File: src/rtl/cpu_pkg.sv
// rtl/cpu_pkg.sv - shared fetch constants, redirect-select encoding and FSM states
`timescale 1ns/1ps
package cpu_pkg;

  localparam logic [31:0] RESET_PC_DEFAULT = 32'h1c00_0000;

  localparam int          EXC_ADEF_BIT = 0;
  localparam logic [1:0]  EXC_ADEF     = 2'(1 << EXC_ADEF_BIT);

  typedef enum logic [2:0] {
    REDIR_NONE   = 3'd0,
    REDIR_EXC    = 3'd1,
    REDIR_ERTN   = 3'd2,
    REDIR_BR_EXE = 3'd3,
    REDIR_BR_ID  = 3'd4
  } redir_sel_e;

  typedef enum logic {
    ST_RUN   = 1'b0,
    ST_DRAIN = 1'b1
  } if_state_e;

  // Older pipeline stages win: an exception squashes any younger branch.
  function automatic redir_sel_e redir_select(input logic exc, input logic ertn,
                                              input logic br_exe, input logic br_id);
    if (exc)         return REDIR_EXC;
    else if (ertn)   return REDIR_ERTN;
    else if (br_exe) return REDIR_BR_EXE;
    else if (br_id)  return REDIR_BR_ID;
    else             return REDIR_NONE;
  endfunction

endpackage

File: src/rtl/if_fifo.sv
// rtl/if_fifo.sv - fetch queue with registered storage, clear, and push-while-full-and-popping
`timescale 1ns/1ps
module if_fifo #(
  parameter int DEPTH = 4,
  parameter int WIDTH = 66
) (
  input  logic                     clk,
  input  logic                     resetn,
  input  logic                     clear,
  input  logic                     push,
  input  logic [WIDTH-1:0]         push_data,
  input  logic                     pop,
  output logic [WIDTH-1:0]         head,
  output logic                     full,
  output logic                     empty,
  output logic [$clog2(DEPTH):0]   count
);

  localparam int              AW       = $clog2(DEPTH);
  localparam logic [AW:0]     FULL_CNT = (AW+1)'(DEPTH);

  logic [WIDTH-1:0] mem [DEPTH];
  logic [AW-1:0]    wr_ptr;
  logic [AW-1:0]    rd_ptr;
  logic             do_push;
  logic             do_pop;

  assign empty   = (count == '0);
  assign full    = (count == FULL_CNT);
  assign do_pop  = pop && !empty;
  assign do_push = push && (!full || do_pop);
  assign head    = mem[rd_ptr];

  always_ff @(posedge clk) begin
    if (do_push) mem[wr_ptr] <= push_data;
  end

  // Clear wins over push/pop so a flush never leaves a stale entry behind.
  always_ff @(posedge clk) begin
    if (!resetn || clear) begin
      wr_ptr <= '0;
      rd_ptr <= '0;
      count  <= '0;
    end else begin
      if (do_push) wr_ptr <= wr_ptr + 1'b1;
      if (do_pop)  rd_ptr <= rd_ptr + 1'b1;
      case ({do_push, do_pop})
        2'b10:   count <= count + 1'b1;
        2'b01:   count <= count - 1'b1;
        default: count <= count;
      endcase
    end
  end

endmodule

File: src/rtl/if_prefetch.sv
// rtl/if_prefetch.sv - instruction prefetch with redirect/discard; IF_ADEF_CHECK_EN enables ADEF check
`timescale 1ns/1ps
module if_prefetch
  import cpu_pkg::*;
#(
  parameter logic [31:0] RESET_PC  = RESET_PC_DEFAULT,
  parameter int          FQ_DEPTH  = 4,
  parameter int          MAX_OUTST = 2
) (
  input  logic        clk,
  input  logic        resetn,
  output logic        inst_sram_req,
  output logic [31:0] inst_sram_addr,
  input  logic        inst_sram_addr_ok,
  input  logic        inst_sram_data_ok,
  input  logic [31:0] inst_sram_rdata,
  input  logic        exc_flush,
  input  logic [31:0] exc_pc,
  input  logic        ertn_flush,
  input  logic [31:0] ertn_pc,
  input  logic        br_taken_exe,
  input  logic [31:0] br_target_exe,
  input  logic        br_taken_id,
  input  logic [31:0] br_target_id,
  output logic        if_to_id_valid,
  input  logic        id_allowin,
  output logic [31:0] if_pc,
  output logic [31:0] if_inst,
  output logic [1:0]  if_exc
);

  localparam int         CW    = $clog2(FQ_DEPTH);
  localparam logic [2:0] MAX_O = 3'(MAX_OUTST);
`ifdef IF_ADEF_CHECK_EN
  localparam logic [1:0] EXC_MASK = EXC_ADEF;
`else
  localparam logic [1:0] EXC_MASK = 2'b00;
`endif

  logic [31:0]  fpc;
  logic [2:0]   outst;
  logic [2:0]   outst_next;
  logic [2:0]   discard;
  logic [2:0]   discard_next;
  if_state_e    state;
  logic [31:0]  pc_q [4];
  logic [1:0]   pc_wr;
  logic [1:0]   pc_rd;

  redir_sel_e   rsel;
  logic         redirect;
  logic [31:0]  redir_pc;
  logic         fire;
  logic         resp;
  logic         adef_push;
  logic         fetch_block;

  logic         fq_push;
  logic [65:0]  fq_data;
  logic [65:0]  fq_head;
  logic         fq_full;
  logic         fq_empty;
  logic [CW:0]  fq_count;
  logic [5:0]   inflight;

  function automatic logic [1:0] ptr_inc(input logic [1:0] p);
    return (p == 2'(MAX_OUTST - 1)) ? 2'd0 : p + 2'd1;
  endfunction

  always_comb begin
    rsel     = redir_select(exc_flush, ertn_flush, br_taken_exe, br_taken_id);
    redirect = (rsel != REDIR_NONE);
    case (rsel)
      REDIR_EXC:    redir_pc = exc_pc;
      REDIR_ERTN:   redir_pc = ertn_pc;
      REDIR_BR_EXE: redir_pc = br_target_exe;
      REDIR_BR_ID:  redir_pc = br_target_id;
      default:      redir_pc = fpc;
    endcase
  end

`ifdef IF_ADEF_CHECK_EN
  logic adef_stop;
  logic fpc_misaligned;
  // The fault entry waits for older responses so ID still sees program order.
  assign fpc_misaligned = (fpc[1:0] != 2'b00);
  assign adef_push   = resetn && fpc_misaligned && !adef_stop && !redirect
                       && (outst == 3'd0) && !fq_full;
  assign fetch_block = fpc_misaligned || adef_stop;
`else
  assign adef_push   = 1'b0;
  assign fetch_block = 1'b0;
`endif

  // Outstanding requests reserve queue slots so every response has a home.
  assign inflight       = {3'b000, outst} + 6'(fq_count);
  assign inst_sram_req  = resetn && !redirect && !fetch_block && !fq_full
                          && (outst < MAX_O) && (inflight < 6'(FQ_DEPTH));
  assign inst_sram_addr = fpc;
  assign fire           = inst_sram_req && inst_sram_addr_ok;
  assign resp           = inst_sram_data_ok && (outst != 3'd0);

  always_comb begin
    outst_next = outst;
    case ({fire, resp})
      2'b10:   outst_next = outst + 3'd1;
      2'b01:   outst_next = outst - 3'd1;
      default: outst_next = outst;
    endcase
    discard_next = discard;
    if (redirect)
      discard_next = outst - {2'b00, resp};
    else if (resp && state == ST_DRAIN)
      discard_next = discard - 3'd1;
  end

  assign fq_push = (resp && !redirect && state == ST_RUN) || adef_push;
  assign fq_data = adef_push ? {fpc, 32'h0, EXC_ADEF}
                             : {pc_q[pc_rd], inst_sram_rdata, 2'b00};

  if_fifo #(
    .DEPTH (FQ_DEPTH),
    .WIDTH (66)
  ) u_fq (
    .clk       (clk),
    .resetn    (resetn),
    .clear     (redirect),
    .push      (fq_push),
    .push_data (fq_data),
    .pop       (id_allowin),
    .head      (fq_head),
    .full      (fq_full),
    .empty     (fq_empty),
    .count     (fq_count)
  );

  assign if_to_id_valid = !fq_empty;
  assign if_pc          = fq_empty ? 32'h0 : fq_head[65:34];
  assign if_inst        = fq_empty ? 32'h0 : fq_head[33:2];
  assign if_exc         = fq_empty ? 2'b00 : (fq_head[1:0] & EXC_MASK);

  always_ff @(posedge clk) begin
    if (!resetn) begin
      fpc     <= RESET_PC;
      outst   <= 3'd0;
      discard <= 3'd0;
      state   <= ST_RUN;
      pc_wr   <= 2'd0;
      pc_rd   <= 2'd0;
`ifdef IF_ADEF_CHECK_EN
      adef_stop <= 1'b0;
`endif
    end else begin
      if (redirect)  fpc <= redir_pc;
      else if (fire) fpc <= fpc + 32'd4;
      if (fire) begin
        pc_q[pc_wr] <= fpc;
        pc_wr       <= ptr_inc(pc_wr);
      end
      if (resp) pc_rd <= ptr_inc(pc_rd);
      outst   <= outst_next;
      discard <= discard_next;
      state   <= (discard_next != 3'd0) ? ST_DRAIN : ST_RUN;
`ifdef IF_ADEF_CHECK_EN
      if (redirect)       adef_stop <= 1'b0;
      else if (adef_push) adef_stop <= 1'b1;
`endif
    end
  end

endmodule

File: config.mk
export PLATFORM = sky130hd
export DESIGN_NAME = if_prefetch
export DESIGN_NICKNAME = d
export VERILOG_FILES = /design/src/rtl/cpu_pkg.sv /design/src/rtl/if_fifo.sv /design/src/rtl/if_prefetch.sv
export SDC_FILE = /design/constraint.sdc
export NUM_CORES = 1
export LEC_CHECK = 0
export ABC_AREA = 1
export BUFFER_PORTS_ARGS = -buffer_cell sky130_fd_sc_hd__buf_2
export CELL_PAD_IN_SITES_DETAIL_PLACEMENT = 1
export CELL_PAD_IN_SITES_GLOBAL_PLACEMENT = 1
export CORE_MARGIN = 2
export CORE_UTILIZATION = 49
export DETAILED_ROUTE_END_ITERATION = 7
export GPL_ROUTABILITY_DRIVEN = 1
export GPL_TIMING_DRIVEN = 0
export PLACE_DENSITY_LB_ADDON = 0.1
export SLEW_MARGIN = 0
export SYNTH_ARGS = -nofsm -noshare
export SYNTH_HDL_FRONTEND = slang
export SYNTH_HIERARCHICAL = 1
export SYNTH_SLANG_ARGS = --single-unit
File: constraint.sdc
create_clock -name clk -period 8.2 [get_ports clk]
set_input_delay 1.23 -clock clk [delete_from_list [all_inputs] [get_ports clk]]
set_output_delay 1.23 -clock clk [all_outputs]
set_load 0.03 [all_outputs]
# After elaboration in Yosys (flattened, before gate mapping)
# Memories as Yosys holds them, arrays and structs flattened. A register that Yosys moved wholly into a read port is not among the register bits.
# Index checks and enable logic that the tools add are counted.
totals:
  input_bits: 169
  reg_bits: 50
  mem_bits_rw: 384
  mem_count: 2
op_classes:
  n_eq_ne: 12
  reduce_logical: 25
  muxes: 25
  n_lt_le_gt_ge: 2
  bitwise_logic: 1
  addsub: 12
memory_table:
  columns: ["memory", "depth", "width", "read_ports", "rd_clocked_by_memory_dff", "wr", "line", "source"]
  rows:
  - ["u_fq.mem", 4, 64, 1, 1, 1, "if_fifo.sv:22", "logic [WIDTH-1:0] mem [DEPTH];"]
  - ["pc_q", 4, 32, 1, 1, 1, "if_prefetch.sv:46", "logic [31:0] pc_q [4];"]
op_table:
  columns: ["operator", "count"]
  rows:
  - ["32-bit two-way mux", 4]
  - ["32-bit case mux with 4 select lines", 1]
  - ["32-bit by 3-bit adder with 32-bit output, second input constant", 1]
  - ["3-bit two-way mux", 6]
  - ["2-bit two-way mux", 6]
  - ["3-bit case mux with 2 select lines", 2]
  - ["1-bit logical AND", 11]
  - ["3-bit nonzero test", 3]
  - ["3-bit by 1-bit subtractor with 3-bit output, second input constant", 3]
  - ["2-bit by 1-bit adder with 2-bit output, second input constant", 4]
  - ["2-bit by 1-bit == test with 1-bit output, second input constant", 4]
  - ["3-bit by 1-bit adder with 3-bit output, second input constant", 2]
  - ["3-bit by 2-bit == test with 1-bit output, second input constant", 2]
  - ["3-bit == test, second input constant", 2]
  - ["1-bit two-way mux", 6]
  - ["2-bit nonzero test", 3]
  - ["5-bit by 1-bit != test with 1-bit output, second input constant", 1]
  - ["3-bit by 3-bit adder with 4-bit output", 1]
  - ["2-bit == test, second input constant", 2]
  - ["1-bit logical NOT", 4]
  - ["4-bit by 3-bit < comparator with 1-bit output, second input constant", 1]
  - ["3-bit by 1-bit == test with 1-bit output, second input constant", 1]
  - ["3-bit logical NOT", 1]
  - ["3-bit by 2-bit < comparator with 1-bit output, second input constant", 1]
  - ["other kinds (4)", 5]

# Longest topological paths before layout
depth:
  ltp_word: 14
  depth_mapped: 15
  mapped_depth_nobuf: 15

# Modules after synthesis
# Netlist, hierarchy kept.
modules_own_cells:
  columns: ["module", "cells_each", "n_inst", "area_each_um2"]
  rows:
  - ["if_fifo", 714, 1, 10890.4]
  - ["if_prefetch", 1174, 1, 9147.5]

# Worst setup path after synthesis
# Ideal clock, no wire load.
synth_timing:
  path_type: "input-to-reg"
  from: "input resetn"
  to: "memory pc_q[0][0], enable pin"
  path_buffers: 0
  path_slack_ns: 2.343
  arrival_time_ns: 5.356
  setup_time_ns: 0.502
  path_stages: 8
  cell_sequence: "inv_2 -> nor2_2 -> nand2_2 -> nor2_1 -> nand2_1 -> nor2_1 -> nand2_1 -> nor4_1"
synth_via:
  elab_chain_len: 8
synth_rtl:
  columns: ["element", "line", "source"]
  rows:
  - ["start: declaration", "if_prefetch.sv:11", "input logic resetn,"]
  - ["1-bit logical AND (2 in a row)", "if_prefetch.sv:97", "assign inst_sram_req = resetn && !redirect && !fetch_block && !fq_full"]
  - ["1-bit logical AND (2 in a row)", "if_prefetch.sv:98", "&& (outst < MAX_O) && (inflight < 6'(FQ_DEPTH));"]
  - ["via inst_sram_req", "if_prefetch.sv:12", "output logic inst_sram_req,"]
  - ["1-bit logical AND", "if_prefetch.sv:100", "assign fire = inst_sram_req && inst_sram_addr_ok;"]
  - ["1-bit two-way mux", "if_prefetch.sv:156", "if (fire) begin"]
  - ["1-bit two-way mux", "if_prefetch.sv:143", "if (!resetn) begin"]
  - ["1-bit two-way mux (implied by the code)", "if_prefetch.sv:157", "pc_q[pc_wr] <= fpc;"]
  - ["end: declaration", "if_prefetch.sv:46", null]
# The timed path passes the listed nets, and every way through them passes these cells.

# Final worst setup path
layout_timing:
  from: "input br_taken_exe"
  to: "memory u_fq/mem[0][22] (netlist name), enable pin"
layout_via:
  elab_chain_len: 10
layout_rtl:
  columns: ["element", "line", "source"]
  rows:
  - ["start: declaration", "if_prefetch.sv:21", "input logic br_taken_exe,"]
  - ["3-bit two-way mux", "cpu_pkg.sv:28", "else if (br_exe) return REDIR_BR_EXE;"]
  - ["3-bit two-way mux", "cpu_pkg.sv:27", "else if (ertn) return REDIR_ERTN;"]
  - ["3-bit two-way mux", "cpu_pkg.sv:26", "if (exc) return REDIR_EXC;"]
  - ["3-bit nonzero test", "if_prefetch.sv:72", "redirect = (rsel != REDIR_NONE);"]
  - ["via redirect", "if_prefetch.sv:51", "logic redirect;"]
  - ["1-bit logical NOT", "if_prefetch.sv:117", "assign fq_push = (resp && !redirect && state == ST_RUN) || adef_push;"]
  - ["1-bit logical AND (2 in a row)", "if_prefetch.sv:117", null]
  - ["via fq_push", "if_prefetch.sv:58", "logic fq_push;"]
  - ["1-bit logical AND", "if_fifo.sv:31", "assign do_push = push && (!full || do_pop);"]
  - ["1-bit two-way mux", "if_fifo.sv:35", "if (do_push) mem[wr_ptr] <= push_data;"]
  - ["1-bit two-way mux (implied by the code)", "if_fifo.sv:35", null]
  - ["end: declaration", "if_fifo.sv:22", null]
# The timed path passes the listed nets, and every way through them passes these cells.

==> results.md <==
- The tightest hold path in the finished design has a slack of 426 ps.
- The tightest slew margin relative to the limit is 36.4%.
- The worst setup path is captured at a flip-flop.
- The effective utilization at floorplan is 49.7%.
- The area of placed instances is 22100 um2.
- Detailed placement finished with a half-perimeter wire length of 42.3 mm.
- The count of buffers added by post-CTS timing repair for setup is 0.
- The number of core rows is 73.
- TritonCTS created 44 clock buffers.
- After detailed routing, the number of vias per cell comes to 5.51.
- The number of antenna violations at the first check in global routing is 0.
- The clock sink count is about 440.
- The cell that appears most often on the critical path is buf_2.
- The fraction of final layout cells with drive strength greater than 1 is 22.7%.
- The kind of cell adding the most delay to the critical path is simple AND/OR/NAND/NOR gates.
- The number of nets with antenna violations after detailed routing is 0.
- The die is about 200 um wide.
- The H-tree was split into 2 levels.
- The number of I/O port buffers is 266.
- The total overflow left after global routing is 0.
- In this run, post-CTS hold repair placed 0 buffers.
- The top achievable clock speed is 223 MHz.
- The slew at the pin closest to its max-slew limit is between 900 and 1000 ps.
- Dividing total power by cell area gives a power density of 199 nW/um2.
- The die extent in y is 205 um.
- The worst path needs 4490 ps of the cycle, external delays included.
- The cell sitting at the root of the clock tree is a clkbuf_16.
- The CTS tree is built.
- The least setup slack across all paths after layout is 3710 ps.
- The number of global-route vias before repair is about 16000.
- The wire length of the first global-routing pass is 91.3 mm.
- The largest net degree at the start of global routing is 29.
- The cell area after synthesis is 19700 um2.
- Of all nets on the critical path, the largest fanout is 25.
- Before antenna repair, the detailed router went through 5 iterations.
- Setup repair after global routing left no endpoint under its margin.
- The tool flagged a number of max-cap violations equal to 0.
- The layout-stage area growth over the synthesis result is 18.9%.
- After detailed routing, the number of remaining DRC violations is 0.
- In the final routed layout, each cell accounts on average for 21.6 um.
- The worst setup path is launched from a primary input.
- The maximum single-stage delay on the critical path is 860 ps.
- The static leakage is 9.09 nW.
- The buffers plus inverters on the worst setup path is 5.
- Counting every instance in the synthesized netlist gives approximately 1900.
- Summed over all layers, the routed wires come to 59.8 mm.
- The number of inserted diodes is 0.
- The max-slew violation count is 0.
- With fillers left out, the area of the finished cells amounts to between 20000 and 25000 um2.
- The placeable core area is 39700 um2.
- The floorplan step defined a die boundary enclosing 41900 um2.
- The final layout contains 2388 nets.
- In this run, the number of DRC markers left after iteration 0 of detailed routing was 935.
- At the later pin of the worst-skew pair, clock insertion delay measures 560 ps.
- After layout, the worst path uses 54.8% of the clock period.
- The maximum clock path buffer count is 3.
- The total power is 4.68 mW.
- The worst supply voltage drop on vdd is 0.152 mV.
- During synthesis, Yosys emitted a total of 6 warnings.
- The synthesized area per cell is 10.6 um2.
- The critical path goes through buf_2 > nor2_4 > nand3_2 > buf_2 > buf_2 > nor3_1 > nand2_1 > nor2_4 > buf_12 > buf_16.
- The count of final hold-check violations is 0.
- Data on the critical path arrives at its endpoint at between 4000 and 5000 ps.
- At the end of routability-driven placement, the weighted congestion stood at 0.920.
- Global routing used 28.7% of the available tracks across all layers.
- The critical-path cell with the highest stage delay is nor2_4.
- The I/O pin count is 269.
- The worst hold-check path type is reg2reg.
- The post-route clock skew is 23.8 ps.
- The detailed router placed 15220 vias in this run.
- The run finished with clean final reports.
- The data required time of the critical path is 8440 ps.
- At the placement stage, the worst setup path has a slack of about 3200 ps.
- The quantity of gates resized following cts is 0.
- The clock input transition at the sequential cells of the worst setup and hold paths is 60 ps.
- The critical path is of the in2reg type.
- The final setup violation count is 0.
[worst reg2reg max path, stage by stage, from the launching register on]
cell and delay [ps]:
dfxtp_1 440, nor2_1 120, nand2_1 80, nand2_1 140, nor3_1 530, nand2_1 480
nor2_4 860, buf_12 290, buf_16 210
[power breakdown]
| group | internal [mW] | total, mW | switching [mW] |
|---|---|---|---|
| registers | 2.44 | 2.49 | 0.0474 |
| clock network | 1.12 | 1.96 | 0.845 |
| logic | 0.0806 | 0.230 | 0.150 |
[worst paths after layout]
check	startpoint	to	slack, ps	cells after the start
max	br_taken_exe	u_fq/mem[0][22]$_DFFE_PP_	3710	10
min	pc_rd[1]$_SDFFE_PN0P_	pc_rd[1]$_SDFFE_PN0P_	430	2
max reg2reg	outst[2]$_SDFFE_PN0P_	u_fq/mem[0][22]$_DFFE_PP_	4720	8
min reg2reg	pc_rd[1]$_SDFFE_PN0P_	pc_rd[1]$_SDFFE_PN0P_	430	2
[stage by stage]
stage	setup TNS, ps	instances	utilization (%)
after global routing	0	2762	59.1
after detailed placement	0	2684	55.6
after global placement	-57010	2662	54.7
after floorplan	0	1871	-
after CTS	0	2762	59.1
final	0	2762	59.1
[routing by layer]
layer / vias to the layer above / track usage [%] / wire [um]
li1: 7080 / - / -
met1: 7525 / 32.8 / 23300
met2: 497 / 53.3 / 31500
met3: 118 / 4.44 / 2920
met4: 0 / 11.3 / 2040
met5: - / 0 / 0
[layout by cell type (no fill, tap or decap), types with 6 or more instances in the layout]
cell type and n:
edfxtp_1 384, buf_1 7, dfxtp_1 54, ha_1 12
clkinv_1 11, nor2_1 321, nand3_1 53, o21ai_0 212
buf_4 10, nor2_4 46, o22ai_1 56, nand3b_1 8
o22ai_2 40, buf_6 16, nor2_2 8, buf_12 12
inv_1 154, nand4_1 11, nand2_1 302, buf_2 290
clkinv_2 6, clkbuf_16 46, a21oi_1 45, o21ai_1 24
clkbuf_1 55
[sequential cells by signal, indices dropped and copies added (netlist names), 3 cells and up, named ones only]
signal,cells
outst,3
u_fq/count,3
pc_q,128
inst_sram_addr,32
discard,3
u_fq/mem,256
[cell type report]
class / instances / area [um2]
inverters: 161 / 609
plain buffers: 99 / 571
repair buffers: 288 / 1630
clock buffers: 52 / 1170
flip-flops and latches: 438 / 12600
well taps: 525 / 657
fillers: 4368 / 16300
clock inverters: 26 / 214
multi-input cells: 1173 / 6010
Note: power is estimated with default switching activity, not from simulation.
